`src/rtl/sram_seq_pkg.sv`:
```
// Shared constants and helpers for the asynchronous-SRAM access sequencer:
// state encodings, wait-counter sizing and parameter legality.
package sram_seq_pkg;

  localparam logic [2:0] ST_IDLE = 3'd0;
  localparam logic [2:0] ST_RD   = 3'd1;
  localparam logic [2:0] ST_WS   = 3'd2;
  localparam logic [2:0] ST_WP   = 3'd3;
  localparam logic [2:0] ST_WH   = 3'd4;
  localparam logic [2:0] ST_TURN = 3'd5;
  localparam logic [2:0] ST_DONE = 3'd6;

  // Counter must hold the largest wait value; never narrower than one bit.
  function automatic int cnt_w(input int a, input int b, input int c);
    int m;
    m = a;
    if (b > m) m = b;
    if (c > m) m = c;
    return ($clog2(m + 1) < 1) ? 1 : $clog2(m + 1);
  endfunction

  function automatic bit params_ok(input int data_w, input int rw,
                                   input int ww, input int tc);
    return (data_w >= 8) && (data_w % 8 == 0) &&
           (rw >= 0) && (rw <= 15) &&
           (ww >= 0) && (ww <= 15) &&
           (tc >= 0) && (tc <= 3);
  endfunction

endpackage

```
`src/rtl/sram_access_seq_if.sv`:
```
// Requester-side handshake bundle: single-word request in, completion pulses
// and read data out.
interface sram_access_seq_if #(
  parameter int ADDR_W = 20,
  parameter int DATA_W = 16
);
  localparam int NB = DATA_W / 8;

  logic              req;
  logic              we;
  logic [ADDR_W-1:0] addr;
  logic [DATA_W-1:0] wdata;
  logic [NB-1:0]     be;
  logic              ready;
  logic [DATA_W-1:0] rdata;
  logic              rvalid;
  logic              wdone;
  logic              busy;

  modport master (
    output req, we, addr, wdata, be,
    input  ready, rdata, rvalid, wdone, busy
  );

  modport slave (
    input  req, we, addr, wdata, be,
    output ready, rdata, rvalid, wdone, busy
  );

endinterface

```
`src/rtl/sram_wait_ctr.sv`:
```
// Loadable down-counter that times each sequencer state; it saturates at
// zero and the zero flag tells the FSM the current state is finished.
module sram_wait_ctr #(
  parameter int W = 1
) (
  input  logic         clk,
  input  logic         rst,
  input  logic         load,
  input  logic [W-1:0] load_val,
  input  logic         dec,
  output logic         zero
);

  logic [W-1:0] cnt;

  always_ff @(posedge clk) begin
    if (rst) begin
      cnt <= '0;
    end else if (load) begin
      cnt <= load_val;
    end else if (dec && (cnt != '0)) begin
      cnt <= cnt - W'(1);
    end
  end

  assign zero = (cnt == '0);

endmodule

```
`src/rtl/sram_access_seq.sv`:
```
// Turns single-word requests into timed active-low SRAM strobe sequences with
// configurable read/write wait states and post-access bus turnaround.
module sram_access_seq
  import sram_seq_pkg::*;
#(
  parameter int ADDR_W     = 20,
  parameter int DATA_W     = 16,
  parameter int READ_WAIT  = 1,
  parameter int WRITE_WAIT = 1,
  parameter int TURN_CYC   = 1
) (
  input  logic                 Clk,
  input  logic                 Reset,
  sram_access_seq_if.slave     bus,
  output logic [ADDR_W-1:0]    A,
  output logic                 CE_N,
  output logic                 OE_N,
  output logic                 WE_N,
  output logic [DATA_W/8-1:0]  BE_N,
  output logic [DATA_W-1:0]    Data_out,
  output logic                 Data_oe,
  input  logic [DATA_W-1:0]    Data_in
);

  localparam int NB = DATA_W / 8;
  localparam int CW = cnt_w(READ_WAIT, WRITE_WAIT, TURN_CYC);

  localparam logic [CW-1:0] RD_LD   = CW'(READ_WAIT);
  localparam logic [CW-1:0] WP_LD   = CW'(WRITE_WAIT);
  localparam logic [CW-1:0] TURN_LD = (TURN_CYC > 0) ? CW'(TURN_CYC - 1) : '0;
  localparam logic [2:0]    AFTER_ACC = (TURN_CYC > 0) ? ST_TURN : ST_IDLE;

  if (!params_ok(DATA_W, READ_WAIT, WRITE_WAIT, TURN_CYC)) begin : g_bad_params
    $error("sram_access_seq: illegal parameter set");
  end

  logic [2:0]        state;
  logic [2:0]        state_nxt;
  logic              ready;
  logic              accept;
  logic              be_zero;
  logic              ld;
  logic [CW-1:0]     ld_val;
  logic              zero;
  logic              rd_end;
  logic              in_acc_nxt;
  logic [NB-1:0]     be_l;
  logic [NB-1:0]     be_nxt;
  logic [DATA_W-1:0] lane_mask;
  logic [DATA_W-1:0] rdata;
  logic              rvalid;
  logic              wdone;

  assign ready   = (state == ST_IDLE) & ~Reset;
  assign accept  = bus.req & ready;
  assign be_zero = (bus.be == '0);
  assign rd_end  = (state == ST_RD) & zero;

  sram_wait_ctr #(.W(CW)) u_wait_ctr (
    .clk      (Clk),
    .rst      (Reset),
    .load     (ld),
    .load_val (ld_val),
    .dec      (~ld),
    .zero     (zero)
  );

  // Each timed state loads the counter on entry and leaves when it reaches zero.
  always_comb begin
    state_nxt = state;
    ld        = 1'b0;
    ld_val    = '0;
    case (state)
      ST_IDLE: begin
        if (accept) begin
          if (be_zero) begin
            state_nxt = ST_DONE;
          end else if (bus.we) begin
            state_nxt = ST_WS;
          end else begin
            state_nxt = ST_RD;
            ld        = 1'b1;
            ld_val    = RD_LD;
          end
        end
      end
      ST_RD: begin
        if (zero) begin
          state_nxt = AFTER_ACC;
          ld        = 1'b1;
          ld_val    = TURN_LD;
        end
      end
      ST_WS: begin
        state_nxt = ST_WP;
        ld        = 1'b1;
        ld_val    = WP_LD;
      end
      ST_WP: begin
        if (zero) state_nxt = ST_WH;
      end
      ST_WH: begin
        state_nxt = AFTER_ACC;
        ld        = 1'b1;
        ld_val    = TURN_LD;
      end
      ST_TURN: begin
        if (zero) state_nxt = ST_IDLE;
      end
      ST_DONE: state_nxt = ST_IDLE;
      default: state_nxt = ST_IDLE;
    endcase
  end

  always_comb begin
    lane_mask = '0;
    for (int i = 0; i < NB; i++) begin
      lane_mask[8*i +: 8] = {8{be_l[i]}};
    end
  end

  assign in_acc_nxt = (state_nxt == ST_RD) || (state_nxt == ST_WS) ||
                      (state_nxt == ST_WP) || (state_nxt == ST_WH);
  assign be_nxt     = accept ? bus.be : be_l;

  // Strobes are registered from the next state so they change cleanly on the edge.
  always_ff @(posedge Clk) begin
    if (Reset) begin
      state    <= ST_IDLE;
      A        <= '0;
      Data_out <= '0;
      be_l     <= '0;
      CE_N     <= 1'b1;
      OE_N     <= 1'b1;
      WE_N     <= 1'b1;
      BE_N     <= '1;
      Data_oe  <= 1'b0;
      rdata    <= '0;
      rvalid   <= 1'b0;
      wdone    <= 1'b0;
    end else begin
      state <= state_nxt;
      if (accept) begin
        A        <= bus.addr;
        Data_out <= bus.wdata;
        be_l     <= bus.be;
      end
      CE_N    <= ~in_acc_nxt;
      OE_N    <= ~(state_nxt == ST_RD);
      WE_N    <= ~(state_nxt == ST_WP);
      BE_N    <= in_acc_nxt ? ~be_nxt : '1;
      Data_oe <= (state_nxt == ST_WS) || (state_nxt == ST_WP) ||
                 (state_nxt == ST_WH);
      rvalid  <= rd_end | (accept & be_zero & ~bus.we);
      wdone   <= (state == ST_WH) | (accept & be_zero & bus.we);
      if (rd_end) begin
        rdata <= Data_in & lane_mask;
      end else if (accept & be_zero & ~bus.we) begin
        rdata <= '0;
      end
    end
  end

  assign bus.ready  = ready;
  assign bus.busy   = ~ready;
  assign bus.rdata  = rdata;
  assign bus.rvalid = rvalid;
  assign bus.wdone  = wdone;

endmodule

```
`src/flat_wrapper.sv`:
```
// flat-port wrapper written by rule: the top's interface ports become plain ports
module sram_access_seq_flat import sram_seq_pkg::*;
#(
  parameter int ADDR_W     = 20,
  parameter int DATA_W     = 16,
  parameter int READ_WAIT  = 1,
  parameter int WRITE_WAIT = 1,
  parameter int TURN_CYC   = 1
)
  (Clk, Reset, A, CE_N, OE_N, WE_N, BE_N, Data_out, Data_oe, Data_in, bus_req, bus_we, bus_addr, bus_wdata, bus_be, bus_ready, bus_rdata, bus_rvalid, bus_wdone, bus_busy);
  sram_access_seq_if #(.ADDR_W(ADDR_W), .DATA_W(DATA_W)) bus_i ();
  input  logic Clk;
  input  logic Reset;
  output logic [ADDR_W-1:0] A;
  output logic CE_N;
  output logic OE_N;
  output logic WE_N;
  output logic [DATA_W/8-1:0] BE_N;
  output logic [DATA_W-1:0] Data_out;
  output logic Data_oe;
  input  logic [DATA_W-1:0] Data_in;
  input wire logic [$bits(bus_i.req)-1:0] bus_req;
  input wire logic [$bits(bus_i.we)-1:0] bus_we;
  input wire logic [$bits(bus_i.addr)-1:0] bus_addr;
  input wire logic [$bits(bus_i.wdata)-1:0] bus_wdata;
  input wire logic [$bits(bus_i.be)-1:0] bus_be;
  output wire logic [$bits(bus_i.ready)-1:0] bus_ready;
  output wire logic [$bits(bus_i.rdata)-1:0] bus_rdata;
  output wire logic [$bits(bus_i.rvalid)-1:0] bus_rvalid;
  output wire logic [$bits(bus_i.wdone)-1:0] bus_wdone;
  output wire logic [$bits(bus_i.busy)-1:0] bus_busy;
  assign bus_i.req = bus_req;
  assign bus_i.we = bus_we;
  assign bus_i.addr = bus_addr;
  assign bus_i.wdata = bus_wdata;
  assign bus_i.be = bus_be;
  assign bus_ready = bus_i.ready;
  assign bus_rdata = bus_i.rdata;
  assign bus_rvalid = bus_i.rvalid;
  assign bus_wdone = bus_i.wdone;
  assign bus_busy = bus_i.busy;
  sram_access_seq #(.ADDR_W(ADDR_W), .DATA_W(DATA_W), .READ_WAIT(READ_WAIT), .WRITE_WAIT(WRITE_WAIT), .TURN_CYC(TURN_CYC)) u_core (.Clk(Clk), .Reset(Reset), .bus(bus_i), .A(A), .CE_N(CE_N), .OE_N(OE_N), .WE_N(WE_N), .BE_N(BE_N), .Data_out(Data_out), .Data_oe(Data_oe), .Data_in(Data_in));
endmodule
```
`config.mk`:
```
export PLATFORM = sky130hd
export DESIGN_NAME = sram_access_seq_flat
export DESIGN_NICKNAME = d
export VERILOG_FILES = /design/src/rtl/sram_seq_pkg.sv /design/src/rtl/sram_access_seq_if.sv /design/src/rtl/sram_wait_ctr.sv /design/src/rtl/sram_access_seq.sv /design/src/flat_wrapper.sv
export SDC_FILE = /design/constraint.sdc
export NUM_CORES = 1
export LEC_CHECK = 0
export BUFFER_PORTS_ARGS = -buffer_cell sky130_fd_sc_hd__buf_2
export CAP_MARGIN = 20
export CORE_ASPECT_RATIO = 0.7
export CORE_UTILIZATION = 40
export DETAILED_ROUTE_END_ITERATION = 10
export PLACE_DENSITY_LB_ADDON = 0.08
export SLEW_MARGIN = 25
export SYNTH_ARGS = -nofsm -noshare
export SYNTH_HDL_FRONTEND = slang
export SYNTH_SLANG_ARGS = --single-unit
```
`constraint.sdc`:
```
create_clock -name Clk -period 1.9 [get_ports Clk]
set_input_delay 0.38 -clock Clk [delete_from_list [all_inputs] [get_ports Clk]]
set_output_delay 0.38 -clock Clk [all_outputs]
set_load 0.05 [all_outputs]
```
==> results.sh <==
export IMPL_status="finished, final reports clean"
export IMPL_drt_antenna_violating_nets=0
export IMPL_powerDensity_mw_per_mm2=1274
export IMPL_synth_top_area_share_pct=55.14
export IMPL_dr_pass1_iters=6
export IMPL_ys_ff_latch=66
export IMPL_setup_viol=0
export IMPL_grt_antenna_before_repair=0
export IMPL_ir_drop_uv=598.8
export IMPL_period_needed_ns=1.811
export IMPL_clkTransAtPathRegs_ns=0.07
export IMPL_num_antenna_cells=0
export IMPL_start_kind="flop"
export IMPL_cts_root_buf="clkbuf_8"
export IMPL_drive_gt1_share_pct=38.64
export IMPL_ios=120
export IMPL_num_vias=2180
export IMPL_switching_share_pct=36.41
export IMPL_clockBufferDepth=2
export IMPL_power_frac_clock_pct=30.5
export IMPL_min_path_cells=3
export IMPL_p_seq_share_pct=39.4
export IMPL_ys_flop_type="dfxtp_1"
export IMPL_syn_area_mm2=0.002396
export IMPL_synth_fp_nets=316
export IMPL_finClkSkew_ns=0.007963
export IMPL_syn_instance_count=258
export IMPL_post_cts_buffers=0
export IMPL_hold_end="u_core.A[6]"
export IMPL_maxCapViolCount=0
export IMPL_cp_max_fo=11
export IMPL_drt_iter0_markers=64
export IMPL_fin_ws_ns=0.08944
export IMPL_slew_violations=0
export IMPL_synthTopCellsByArea="dfxtp_1, nand2_1, nand3b_1"
export IMPL_hpwl_um=3972
export IMPL_die_w_um=94.51
export IMPL_rows=23
export IMPL_dieArea_mm2=0.006309
export IMPL_core_area_mm2=0.005756
export IMPL_instances_no_fill=458
export IMPL_place_ws_ns=0.09657
export IMPL_rr_startpoint="u_core.state[1]"
export IMPL_hp_class="input port to flop"
export IMPL_numCtsBuffers=9
export IMPL_cts_htree_levels=3
export IMPL_routed_wl_um=5806
export IMPL_seq_area_frac_synth_pct=55.14
export IMPL_reg2reg_to="u_core.bus.rdata[5]"
export IMPL_drc=0
export IMPL_ff_latch_area_mm2=0.001324
export IMPL_placed_area_mm2=0.003080
export IMPL_grt_usage_pct=19.64
export IMPL_yosysTopAreaCell="dfxtp_1"
export IMPL_p_leak_nw=1.692
export IMPL_gr_total_overflow=0
export IMPL_synth_edff_count=0
export IMPL_maxSlewHeadroom_pct=49.97
export IMPL_criticalPathCategory="flop to output pin"
export IMPL_arrival_ns=1.43
export IMPL_die_h_um=66.76
export IMPL_power_switching_mw=1.532
export IMPL_start_util_pct=41.63
export IMPL_ff2ff_path_depth=4
export IMPL_rsz0062_at_grt="no"
export IMPL_yosys_warnings=0
export IMPL_syn_area_per_cell_um2=9.287
export IMPL_final_nets=436
export IMPL_gp_congestion=0.7958
export IMPL_insertion_delay_ns=0.33
export IMPL_async_flop_share_pct=0
export IMPL_grt_pass1_vias=2005
export IMPL_critPathRequiredTime_ns=1.52
export IMPL_area_growth_pct=37.81
export IMPL_fin_crit_sh_pct=95.29
export IMPL_dp_cells=442
export IMPL_min_from="bus_addr[6]"
export IMPL_yosysMostFrequentCell="nand2_1"
export IMPL_grt_pass1_wl_um=9356
export IMPL_yosysUniqueCellTypes=30
export IMPL_grt_max_degree=43
export IMPL_wl_per_cell_um=12.68
export IMPL_cts_tree="yes"
export IMPL_io_buffers=119
export IMPL_synth_commonest_cells="nand2_1, dfxtp_1, nand3b_1, a22o_1, clkbuf_1"
export IMPL_worst_slew_pin_slew_ns=0.7505
export IMPL_cts_resized=0
export IMPL_fill_cells=558
export IMPL_cts_sinks=66
export IMPL_ff2ff_setup_slack_ns=0.15
export IMPL_final_area_mm2=0.003302
export IMPL_setup_tns_final_ns=0
export IMPL_pwr_share_comb_pct=30.1
export IMPL_worstSetupEndpointType="output pin"
export IMPL_multi_input_area_um2=987.2
export IMPL_fmaxAchievable_ghz=0.5523
export IMPL_hold_viol=0
export IMPL_hold_buffers=0
export IMPL_p_total_mw=4.208
export IMPL_intPower_mw=2.676
export IMPL_vias_per_cell=4.760
[worst max path at each step]
stage,from,to,cells after the start,slack (ns)
after floorplan,u_core.state[0],u_core.bus.rdata[0],6,-0.15
after detailed placement,Reset,u_core.bus.rdata[8],5,0.1
after global routing,u_core.state[1],bus_busy,4,0.008
final,u_core.state[1],bus_busy,4,0.09
after global placement,Reset,u_core.bus.rdata[0],5,0.14
after CTS,u_core.state[1],bus_ready,3,0.06
[cell type report]
class | instances | area share [%]
multi-input cells | 172 | 29.90
repair buffers | 127 | 20.31
flip-flops and latches | 66 | 40.09
well taps | 75 | 2.842
inverters | 2 | 0.2274
clock buffers | 11 | 4.282
clock inverters | 5 | 2.349
[metrics by stage]
| stage | utilization (%) | hold slack (ns) |
|---|---|---|
| finish | 57.37 | 0.2229 |
| detailed placement | 53.52 | 0.4573 |
| global route | 57.37 | 0.2158 |
| floorplan | - | 0.4741 |
| CTS | 57.33 | 0.2071 |
| global placement | 53.52 | 0.4554 |
[power by group through the flow]
stage / clock (mW) / sequential (mW) / combinational (mW)
after floorplan: 0 / 2.20 / 0.422
after global routing: 1.39 / 1.68 / 1.37
after CTS: 1.32 / 1.66 / 1.27
after global placement: 0 / 1.68 / 1.26
after detailed placement: 0 / 1.68 / 1.27
final: 1.28 / 1.66 / 1.27
[state kept, by name, summed over array words and instances, names as in the netlist]
register,flops
u_core.OE_N,1
u_core.BE_N,2
u_core.bus.wdone,1
u_core.bus.rvalid,1
u_core.Data_out,16
u_core.WE_N,1
u_core.state,3
u_core.bus.rdata,16
u_core.A,20
u_core.u_wait_ctr.cnt,1
u_core.CE_N,1
u_core.Data_oe,1
u_core.be_l,2
[logic make-up (layout without fill, tap and decap cells)]
| kind of cell | Yosys count | in the layout | share of synthesized area [%] |
|---|---|---|---|
| mux | 1 | 1 | 0.4699 |
| simple gates | 142 | 142 | 30.34 |
| buf+inv | 20 | 145 | 3.656 |
| compound gates | 29 | 29 | 10.39 |
| flops | 66 | 66 | 55.14 |
[cells in the final DEF, fill, tap and decap left out, drive strengths merged]
master,instances
a2bb2oi,1
nor3,2
bufinv,2
clkinv,2
clkbuf,12
inv,2
a31oi,1
o211ai,2
dfxtp,66
a22o,16
and2,3
o21ai,1
o22ai,1
nand2,76
a21oi,3
buf,126
a221oi,2
nor2,10
a311oi,1
a32oi,1
or3,1
or2,1
nand3b,36
nor4,2
clkinvlp,1
nor2b,3
nand3,3
mux2,1
nand2b,5
[critical path, stage by stage, from the launching register on]
cell	delay (ns)
dfxtp_2	0.38
nor4_4	0.30
buf_4	0.18
inv_1	0.04
buf_2	0.20
[per-layer routing]
metal | track usage (%) | vias up | share of wire (%)
met5 | 0 | - | 0
met4 | 6.818 | 0 | 0.72
met3 | 8.333 | 4 | 6.7
met2 | 30.80 | 63 | 45
met1 | 24.19 | 1003 | 47
li1 | - | 1110 | -
Power figures use the tool's default switching activity.
